File: src/rtl/uart_tx_frame_pkg.sv
// Shared UART TX/RX definitions: default word width, FSM state codes and parity type encoding.
package uart_tx_frame_pkg;

  localparam int DATA_WIDTH = 8;

  typedef enum logic [2:0] {
    ST_IDLE   = 3'd0,
    ST_START  = 3'd1,
    ST_DATA   = 3'd2,
    ST_PARITY = 3'd3,
    ST_STOP   = 3'd4
  } tx_state_e;

  typedef enum logic {
    PAR_EVEN = 1'b0,
    PAR_ODD  = 1'b1
  } par_type_e;

endpackage

File: src/rtl/uart_tx_frame_par_calc.sv
// Combinational parity bit for the latched TX word; same convention as the RX checker.
module tx_par_calc
  import uart_tx_frame_pkg::*;
#(
  parameter int WIDTH = DATA_WIDTH
) (
  input  logic [WIDTH-1:0] data_i,
  input  logic             par_type_i,
  output logic             par_o
);

  // Even type: bit makes the total count of ones even; odd type inverts it.
  assign par_o = (^data_i) ^ (par_type_i == PAR_ODD);

endmodule

File: src/rtl/uart_tx_frame.sv
// UART transmit framer: start, WIDTH data bits LSB first, optional parity, one stop bit.
// One serial bit per i_clk cycle; o_tx and o_busy come straight from registers.
module uart_tx_frame
  import uart_tx_frame_pkg::*;
#(
  parameter int WIDTH = DATA_WIDTH
) (
  input  logic             i_clk,
  input  logic             i_rst,
  input  logic [WIDTH-1:0] i_data,
  input  logic             i_data_valid,
  input  logic             i_par_en,
  input  logic             i_par_type,
  output logic             o_tx,
  output logic             o_busy
);

  localparam int CW = (WIDTH > 1) ? $clog2(WIDTH) : 1;
  localparam logic [CW-1:0] LAST_BIT = CW'(WIDTH - 1);

  tx_state_e        state_q;
  logic [WIDTH-1:0] data_q;
  logic             par_en_q;
  logic             par_type_q;
  logic [CW-1:0]    cnt_q;
  logic             tx_q;
  logic             busy_q;
  logic             par_bit;

  tx_par_calc #(.WIDTH(WIDTH)) u_par_calc (
    .data_i     (data_q),
    .par_type_i (par_type_q),
    .par_o      (par_bit)
  );

  // tx_q is loaded with the bit for the state being entered, so cnt_q always
  // names the data bit currently on the line.
  always_ff @(posedge i_clk or negedge i_rst) begin
    if (!i_rst) begin
      state_q    <= ST_IDLE;
      data_q     <= '0;
      par_en_q   <= 1'b0;
      par_type_q <= 1'b0;
      cnt_q      <= '0;
      tx_q       <= 1'b1;
      busy_q     <= 1'b0;
    end else begin
      case (state_q)
        ST_IDLE: begin
          if (i_data_valid) begin
            data_q     <= i_data;
            par_en_q   <= i_par_en;
            par_type_q <= i_par_type;
            tx_q       <= 1'b0;
            busy_q     <= 1'b1;
            state_q    <= ST_START;
          end else begin
            tx_q   <= 1'b1;
            busy_q <= 1'b0;
          end
        end
        ST_START: begin
          cnt_q   <= '0;
          tx_q    <= data_q[0];
          state_q <= ST_DATA;
        end
        ST_DATA: begin
          if (cnt_q == LAST_BIT) begin
            cnt_q <= '0;
            if (par_en_q) begin
              tx_q    <= par_bit;
              state_q <= ST_PARITY;
            end else begin
              tx_q    <= 1'b1;
              state_q <= ST_STOP;
            end
          end else begin
            cnt_q <= cnt_q + 1'b1;
            tx_q  <= data_q[cnt_q + 1'b1];
          end
        end
        ST_PARITY: begin
          tx_q    <= 1'b1;
          state_q <= ST_STOP;
        end
        ST_STOP: begin
          tx_q    <= 1'b1;
          busy_q  <= 1'b0;
          state_q <= ST_IDLE;
        end
        default: begin
          tx_q    <= 1'b1;
          busy_q  <= 1'b0;
          cnt_q   <= '0;
          state_q <= ST_IDLE;
        end
      endcase
    end
  end

  assign o_tx   = tx_q;
  assign o_busy = busy_q;

endmodule

File: config.mk
export PLATFORM = sky130hd
export DESIGN_NAME = uart_tx_frame
export DESIGN_NICKNAME = d
export VERILOG_FILES = /design/src/rtl/uart_tx_frame_pkg.sv /design/src/rtl/uart_tx_frame_par_calc.sv /design/src/rtl/uart_tx_frame.sv
export SDC_FILE = /design/constraint.sdc
export NUM_CORES = 1
export LEC_CHECK = 0
export CAP_MARGIN = 20
export CELL_PAD_IN_SITES_DETAIL_PLACEMENT = 0
export CELL_PAD_IN_SITES_GLOBAL_PLACEMENT = 1
export CORE_ASPECT_RATIO = 0.75
export CORE_UTILIZATION = 48
export CTS_BUF_LIST = sky130_fd_sc_hd__clkbuf_8
export DETAILED_ROUTE_END_ITERATION = 6
export HOLD_SLACK_MARGIN = 0.15
export PLACE_DENSITY_LB_ADDON = 0.08
export SYNTH_ARGS = -nofsm -noshare
export SYNTH_HDL_FRONTEND = slang
export SYNTH_SLANG_ARGS = --single-unit
File: constraint.sdc
create_clock -name i_clk -period 3 [get_ports i_clk]
set_input_delay 0.45 -clock i_clk [delete_from_list [all_inputs] [get_ports i_clk]]
set_output_delay 0.45 -clock i_clk [all_outputs]
set_load 0.005 [all_outputs]
==> results of run 1 <==
[registers in the layout, indices dropped and copies added, names as in the netlist]
name / count
par_type_q: 1
state_q: 3
cnt_q: 3
par_en_q: 1
o_busy: 1
o_tx: 1
data_q: 8
[power by group]
| group | leakage [nW] | internal [mW] | switching (mW) | total [mW] |
|---|---|---|---|---|
| clock network | 0.0288 | 0.117 | 0.0794 | 0.196 |
| registers | 0.219 | 0.360 | 0.148 | 0.508 |
| logic | 0.267 | 0.396 | 0.226 | 0.623 |
[per-layer routing]
metal  wire, microns  global-route usage
met3             135             0.07692
met4              14             0.04500
met2             845              0.3084
met1            1006              0.2974
met5               0                   0
[area by class of cell]
cell class / instances / area (sq um) / share of cell area
tap: 22 / 27.53 / 0.02254
timing repair buffer: 15 / 147.6 / 0.1209
multi-input combinational: 59 / 531.8 / 0.4355
inverter: 2 / 7.507 / 0.006148
sequential: 18 / 451.7 / 0.3699
clock buffer: 4 / 55.05 / 0.04508
[critical path, stage by stage, from the launching register on]
cell                      delay [ns]
sky130_fd_sc_hd__dfrtp_1        0.43
sky130_fd_sc_hd__ha_1           0.22
sky130_fd_sc_hd__ha_1           0.38
sky130_fd_sc_hd__mux2_1         0.34
sky130_fd_sc_hd__mux4_2         0.47
sky130_fd_sc_hd__o21ai_1        0.17
sky130_fd_sc_hd__a21oi_2        0.07
[cell families after synthesis]
logic type | after synthesis
AOI/OAI and AO/OA | 18
xor gates and xnor gates | 6
adders and majority gates | 2
buffers and inverters | 5
DFF | 18
muxes | 16
and+or+nand+nor | 17
[metrics by stage]
| step | area, sq um | hold WS (ns) | utilization |
|---|---|---|---|
| after CTS | 1221 | 0.5322 | 0.6586 |
| after floorplan | 1011 | 0.1544 | - |
| final | 1221 | 0.5286 | 0.6586 |
| after global routing | 1221 | 0.5695 | 0.6586 |
| after detailed placement | 1166 | 0.5162 | 0.6289 |
| after global placement | 1166 | 0.5116 | 0.6289 |
[worst max-delay path by stage]
| stage | end | startpoint | cells past startpoint | slack [ns] |
|---|---|---|---|---|
| 6_report | o_tx$_DFF_PN1_ | cnt_q[0]$_DFFE_PN0N_ | 6 | 0.84 |
| 5_1_grt | o_tx$_DFF_PN1_ | cnt_q[0]$_DFFE_PN0N_ | 6 | 0.77 |
| 4_1_cts | o_tx$_DFF_PN1_ | cnt_q[0]$_DFFE_PN0N_ | 6 | 0.85 |
| 3_5_place_dp | o_tx$_DFF_PN1_ | cnt_q[0]$_DFFE_PN0N_ | 6 | 0.85 |
| 3_3_place_gp | o_tx$_DFF_PN1_ | cnt_q[0]$_DFFE_PN0N_ | 6 | 0.92 |
| 2_1_floorplan | o_tx$_DFF_PN1_ | cnt_q[0]$_DFFE_PN0N_ | 6 | 0.97 |
[cells in the final DEF (no fill, tap or decap), drive strengths merged, types with 2 or more instances in the layout]
master	n
a2111oi	2
ha	2
inv	2
a21oi	6
dfrtp	17
nor3	2
nand2	6
nor2	3
clkbuf	4
xnor3	2
xnor2	2
mux2	14
o21ai	7
clkdlybuf4s50	14
==> results.md, run 1 <==
* Result of the run: completed
* Post CTS Setup Buffer Count at 0
* Hold path depth at 2
* Vert. Die Dim at 41.75 microns
* Xor and xnor fraction of the mapped netlist area at 0.09406
* Overall Power at 1.327 mW
* Synth Net Count at 97
* Worst r2r dst: o_tx$_DFF_PN1_
* Total inserted antenna cells at 0
* Final ANT Viol Nets at 0
* Final worst-path cycle share at 0.7189
* Reg2Reg Launch Point: cnt_q[0]$_DFFE_PN0N_
* Pleak at 0.5148 nW
* Number of placed I/O pins at 15
* Number of enable flip-flop cells after synthesis at 0
* Vias in the first global route at 684
* Clock network latency to the later pin of the worst-skew pair at 0.25 ns
* Initial standard-cell utilization of the core at 0.5452
* Number of clock sinks at 18
* Initial antenna violation count at 0
* Share of the yosys chip area belonging to registers at 0.4468
* Min-delay src: cnt_q[1]$_DFFE_PN0N_
* Count of max-cap constraint violations at 0
* DR DRC count at 0
* Finish-stage setup viols at 0
* Data arrival time of the critical path at 2.34 ns
* Via total after detailed routing at 670
* Via-per-instance ratio at 5.583
* Power density over the cells at 1087 nW/um^2
* Required arrival time at the worst endpoint at 3.18 ns
* Final Max Slew Viols at 0
* Critical Path End Type: flip-flop
* Count of input and output buffers at 14
* First drt pass iteration count at 4
* Worst reg2reg path depth at 6
* Number of buffers added by the clock tree synthesis step at 3
* Simple-Gate Fraction of Synth Area at 0.09653
* Gr usage total at 0.2110
* Core region area at 1854 sq um
* Async set-reset flop share out of synthesis at 1.000
* Global route overflow at 0
* Most used DFF post-synth: sky130_fd_sc_hd__dfrtp_1
* Fin worst setup slack at 0.8432 ns
* Total placed cells including tap cells at 116
* Dominant combinational cell family by area after synthesis: multiplexers
* Cell with the most instances after synthesis: sky130_fd_sc_hd__dfrtp_1
* First-pass GRT wire length at 3332 microns
* Clock transition at the registers of the reported paths at 0.07 ns
* Max Fclk at 0.4637 GHz
* Mapped Area at 1011 sq um
* Detail-routed net length per standard cell at 16.69 microns
* Resized Gates After CTS at 0
* Avg Inst Size Synth at 12.33 sq um
* Growth of design area from synthesis to finish at 20.79%
* Worst relative slew slack at 0.4403
* Max rail drop VDD at 0.0006729 V
* Final Hold Vio Count at 0
* Post-synthesis compound-gate area fraction at 0.1188
* Std cell rows at 13
* Final critical delay including setup and external delays at 2.157 ns
* Biggest fanout along the worst timing path at 5
* Post-synthesis sequential element count at 18
* Share of post-route cells with drive strength above 1 at 0.1939
* Synth warn at 0
* Clock tree buffer depth at 2
* Gate count after technology mapping at 82
* Worst clock skew on the final layout at 0.0006305 ns
* Maximum level of the CTS H-tree at 1
* Setup repair after global routing missed its margin: no
* Pin count of the biggest net entering global routing at 19
* Worst-case hold path end point: cnt_q[1]$_DFFE_PN0N_
* Layout Nets at 114
* Clock Tree Root: sky130_fd_sc_hd__clkbuf_8
* TritonCTS clock tree: done
* Final HPWL DP at 1425 microns
* Initial DRC count at 3
* Commonest cells in the synthesized netlist: 17 x sky130_fd_sc_hd__dfrtp_1, 7 x sky130_fd_sc_hd__mux2_1, 6 x sky130_fd_sc_hd__mux2_2, 6 x sky130_fd_sc_hd__nand2_1, 6 x sky130_fd_sc_hd__o21ai_0
* Filler cell count in the final layout at 166
* Worst Setup Start Kind: flip-flop
* Share of cell area taken by muxes after synthesis at 0.1918
* Worst reg-to-reg setup slack at 0.84 ns
* Total die area at 2296 sq um
* HP Class: flip-flop to flip-flop
* Adder-cell share of the synthesized area at 0.02475
* Minimum setup slack after placement at 0.8502 ns
* Final WL at 2003 microns
* Main area contributors after synthesis: sky130_fd_sc_hd__dfrtp_1 42%, sky130_fd_sc_hd__mux2_1 7.8%, sky130_fd_sc_hd__mux2_2 6.7%
* Die X-Extent at 54.99 microns
* Final total negative setup slack at 0 ns
* Worst Tran Pin Value at 0.8369 ns
* Post-CTS Hold Buffers at 0
* Category of the critical setup timing path: flip-flop to flip-flop
* Final standard cell count with taps included and fillers excluded at 120
* Dominant cell type by area after synthesis: sky130_fd_sc_hd__dfrtp_1
* Distinct cells, synth at 33
* RePlAce Congestion at 0.8466
* Fraction of synthesized cell area taken by the top area cell type at 0.4208
No activity file was read; power rests on OpenSTA's default activity.
==> inputs of run 2 (changes only) <==
CORE_UTILIZATION = 40   (was 48)
clock period = 1.9 ns   (was 3 ns; I/O delays follow)
==> run 2 against run 1 <==
The flow now finishes with violations (negative setup slack). First-iteration DRC count increased to 11 times the previous value. Cell count grew 16%. Sequential power is 49% higher. Combinational power is 89% higher. Critical path depth is the same. Clock skew rose by 0.00086 ns. Global-route usage shrank 4.9 points. Critical endpoint unchanged. Largest cell class unchanged.
==> results.md, run 2 (synthesized netlist as in run 1, its figures left out) <==
* Register with the most flip-flops: data_q (unchanged)
* Gr usage total at 0.1622 (was 0.2110)
* Final HPWL DP at 1405 microns (was 1425 microns)
* Share of post-route cells with drive strength above 1 at 0.3048 (was 0.1939)
* Final standard cell count with taps included and fillers excluded at 139 (was 120)
* Critical Path End Type: flip-flop (unchanged)
* Finish-stage setup viols at 1 (was 0)
* Violated checks: negative setup slack
* Total die area at 2735 sq um (was 2296 sq um)
* Final Max Slew Viols at 0 (unchanged)
* Most common cell after layout, fill and taps aside: sky130_fd_sc_hd__dfrtp_1 (unchanged)
* Clock Tree Root: sky130_fd_sc_hd__clkbuf_8 (unchanged)
* Data arrival time of the critical path at 2.13 ns (was 2.34 ns)
* Max Fclk at 0.5150 GHz (was 0.4637 GHz)
* Die X-Extent at 60.05 microns (was 54.99 microns)
* Via total after detailed routing at 700 (was 670)
* Required arrival time at the worst endpoint at 2.09 ns (was 3.18 ns)
* Global route overflow at 0 (unchanged)
* Max rail drop VDD at 0.0009732 V (was 0.0006729 V)
* Final worst-path cycle share at 1.022 (was 0.7189)
* Wire length on met2 at 797 microns (was 845 microns)
* Overall Power at 2.204 mW (was 1.327 mW)
* Count of input and output buffers at 14 (unchanged)
* Worst clock skew on the final layout at 0.001492 ns (was 0.0006305 ns)
* Via-per-instance ratio at 5.036 (was 5.583)
* First drt pass iteration count at 4 (unchanged)
* Count of max-cap constraint violations at 0 (unchanged)
* Pin count of the biggest net entering global routing at 12 (was 19)
* Initial standard-cell utilization of the core at 0.4309 (was 0.5452)
* Initial antenna violation count at 0 (unchanged)
* Clock tree buffer depth at 2 (unchanged)
* Placed cell areas at 1237 sq um (was 1166 sq um)
* Fin worst setup slack at -0.04184 ns (was 0.8432 ns)
* Highest signal layer in the routed design: met4 (unchanged)
* TritonCTS clock tree: done (unchanged)
* Worst Hold Slack at 0.3538 ns (was 0.5286 ns)
* Number of placed I/O pins at 15 (unchanged)
* Critical-path top delay cell: sky130_fd_sc_hd__mux4_2 (unchanged)
* Final Hold Vio Count at 0 (unchanged)
* Vias in the first global route at 666 (was 684)
* Layout Nets at 121 (was 114)
* Delay contributed by the slowest stage of the critical path at 0.47 ns (about the same)
* Setup repair after global routing missed its margin: yes (was no)
* Worst relative slew slack at 0.6830 (was 0.4403)
* Number of clock sinks at 18 (unchanged)
* First-pass GRT wire length at 3111 microns (was 3332 microns)
* Clock transition at the registers of the reported paths at 0.07 ns (about the same)
* Sequence of cells on the critical path: ha_2, ha_4, mux2_4, mux4_2, o21ai_2, a21oi_2 (was ha_1, ha_1, mux2_1, mux4_2, o21ai_1, a21oi_2)
* Total inserted antenna cells at 0 (unchanged)
* Worst Tran Pin Value at 0.4740 ns (was 0.8369 ns)
* Worst reg2reg path depth at 6 (unchanged)
* Total placed cells including tap cells at 133 (was 116)
* Flip-flop count of the largest register after layout at 8 (unchanged)
* Biggest fanout along the worst timing path at 5 (unchanged)
* Final ANT Viol Nets at 0 (unchanged)
* HP Class: primary input to asynchronous set/reset pin (was flip-flop to flip-flop)
* Routed length on met1 at 1006 microns (unchanged)
* Final critical delay including setup and external delays at 1.942 ns (was 2.157 ns)
* Worst Setup Start Kind: flip-flop (unchanged)
* Area of all placed cells without fillers at 1313 sq um (was 1221 sq um)
* Initial DRC count at 33 (was 3)
* Growth of design area from synthesis to finish at 29.83% (was 20.79%)
* Detailed-routed wire length on met3 at 78 microns (was 135 microns)
* Std cell rows at 15 (was 13)
* Clock network latency to the later pin of the worst-skew pair at 0.25 ns (about the same)
* Number of buffers added by the clock tree synthesis step at 3 (unchanged)
* Category of the critical setup timing path: flip-flop to flip-flop (unchanged)
* DR DRC count at 0 (unchanged)
* Vert. Die Dim at 45.54 microns (was 41.75 microns)
* Final WL at 1892 microns (was 2003 microns)
* Power density over the cells at 1680 nW/um^2 (was 1087 nW/um^2)
* Commonest cells after routing, fill and taps aside: 17 x sky130_fd_sc_hd__dfrtp_1, 14 x sky130_fd_sc_hd__clkdlybuf4s50_1, 8 x sky130_fd_sc_hd__buf_4 (was 17 x sky130_fd_sc_hd__dfrtp_1, 14 x sky130_fd_sc_hd__clkdlybuf4s50_1, 7 x sky130_fd_sc_hd__mux2_1)
* Maximum level of the CTS H-tree at 1 (unchanged)
* Result of the run: complete, but fails checks (was completed)
* Detail-routed net length per standard cell at 13.61 microns (was 16.69 microns)
* RePlAce Congestion at 0.7623 (was 0.8466)
* Minimum setup slack after placement at -0.06390 ns (was 0.8502 ns)
* Largest registers ranked by flip-flop count: data_q: 8 flops, cnt_q: 3 flops, state_q: 3 flops (unchanged)
* Pleak at 0.5566 nW (was 0.5148 nW)
* Core region area at 2346 sq um (was 1854 sq um)
==> run 2: final timing paths <==
check,to,slack (ns),startpoint
max in group asynchronous,data_q[5]$_DFFE_PN0P_,1.05,i_rst
min in group i_clk,par_type_q$_DFFE_PN0P_,0.54,par_type_q$_DFFE_PN0P_
worst max-delay path,o_tx$_DFF_PN1_,-0.04,cnt_q[0]$_DFFE_PN0N_
worst min-delay path,data_q[0]$_DFFE_PN0P_,0.35,i_rst
worst max register to register,o_tx$_DFF_PN1_,-0.04,cnt_q[0]$_DFFE_PN0N_
worst min register to register,par_type_q$_DFFE_PN0P_,0.54,par_type_q$_DFFE_PN0P_
==> run 2: metrics by stage <==
step	TNS [ns]	util
after floorplan	-0.02798	-
after global placement	-0.004607	0.5275
after detailed placement	-0.06390	0.5275
after CTS	-0.06804	0.5531
after global routing	-0.1154	0.5595
final	-0.04184	0.5595
==> run 2: area by class of cell <==
type	count	area, sq um
clock inverters	1	3.754
inverters	2	7.507
multi-input cells	59	565.5
clock buffers	3	41.29
fillers	208	1033
repair buffers	22	200.2
flip-flops and latches	18	451.7
well taps	34	42.54
==> run 2: routing by layer <==
layer | global-route usage | vias to the layer above
met5 | 0 | -
met4 | 0.05581 | 0
met3 | 0.06250 | 2
met2 | 0.2378 | 12
met1 | 0.2198 | 345
li1 | - | 341
==> run 2: what timing repair did <==
action,in CTS,in global routing
resized for setup,4,0
pin swaps,4,2
setup endpoints to repair,1,1
hold buffers,0,0
buffers inserted,0,2
==> run 2: critical path, delay by kind of cell, from the launching register on <==
family	cells	cell delay, ns
multiplexers	2	0.78
adder cells (fa/ha/maj)	2	0.51
flip-flops	1	0.38
AO/OA/AOI/OAI	2	0.20
==> run 2: power by group <==
group          leakage, nW  switching, mW  internal, mW  total [mW]
clock network       0.0269          0.125         0.143       0.269
registers            0.219          0.190         0.569       0.759
logic                0.310          0.421         0.756        1.18
total                0.557          0.736          1.47        2.20
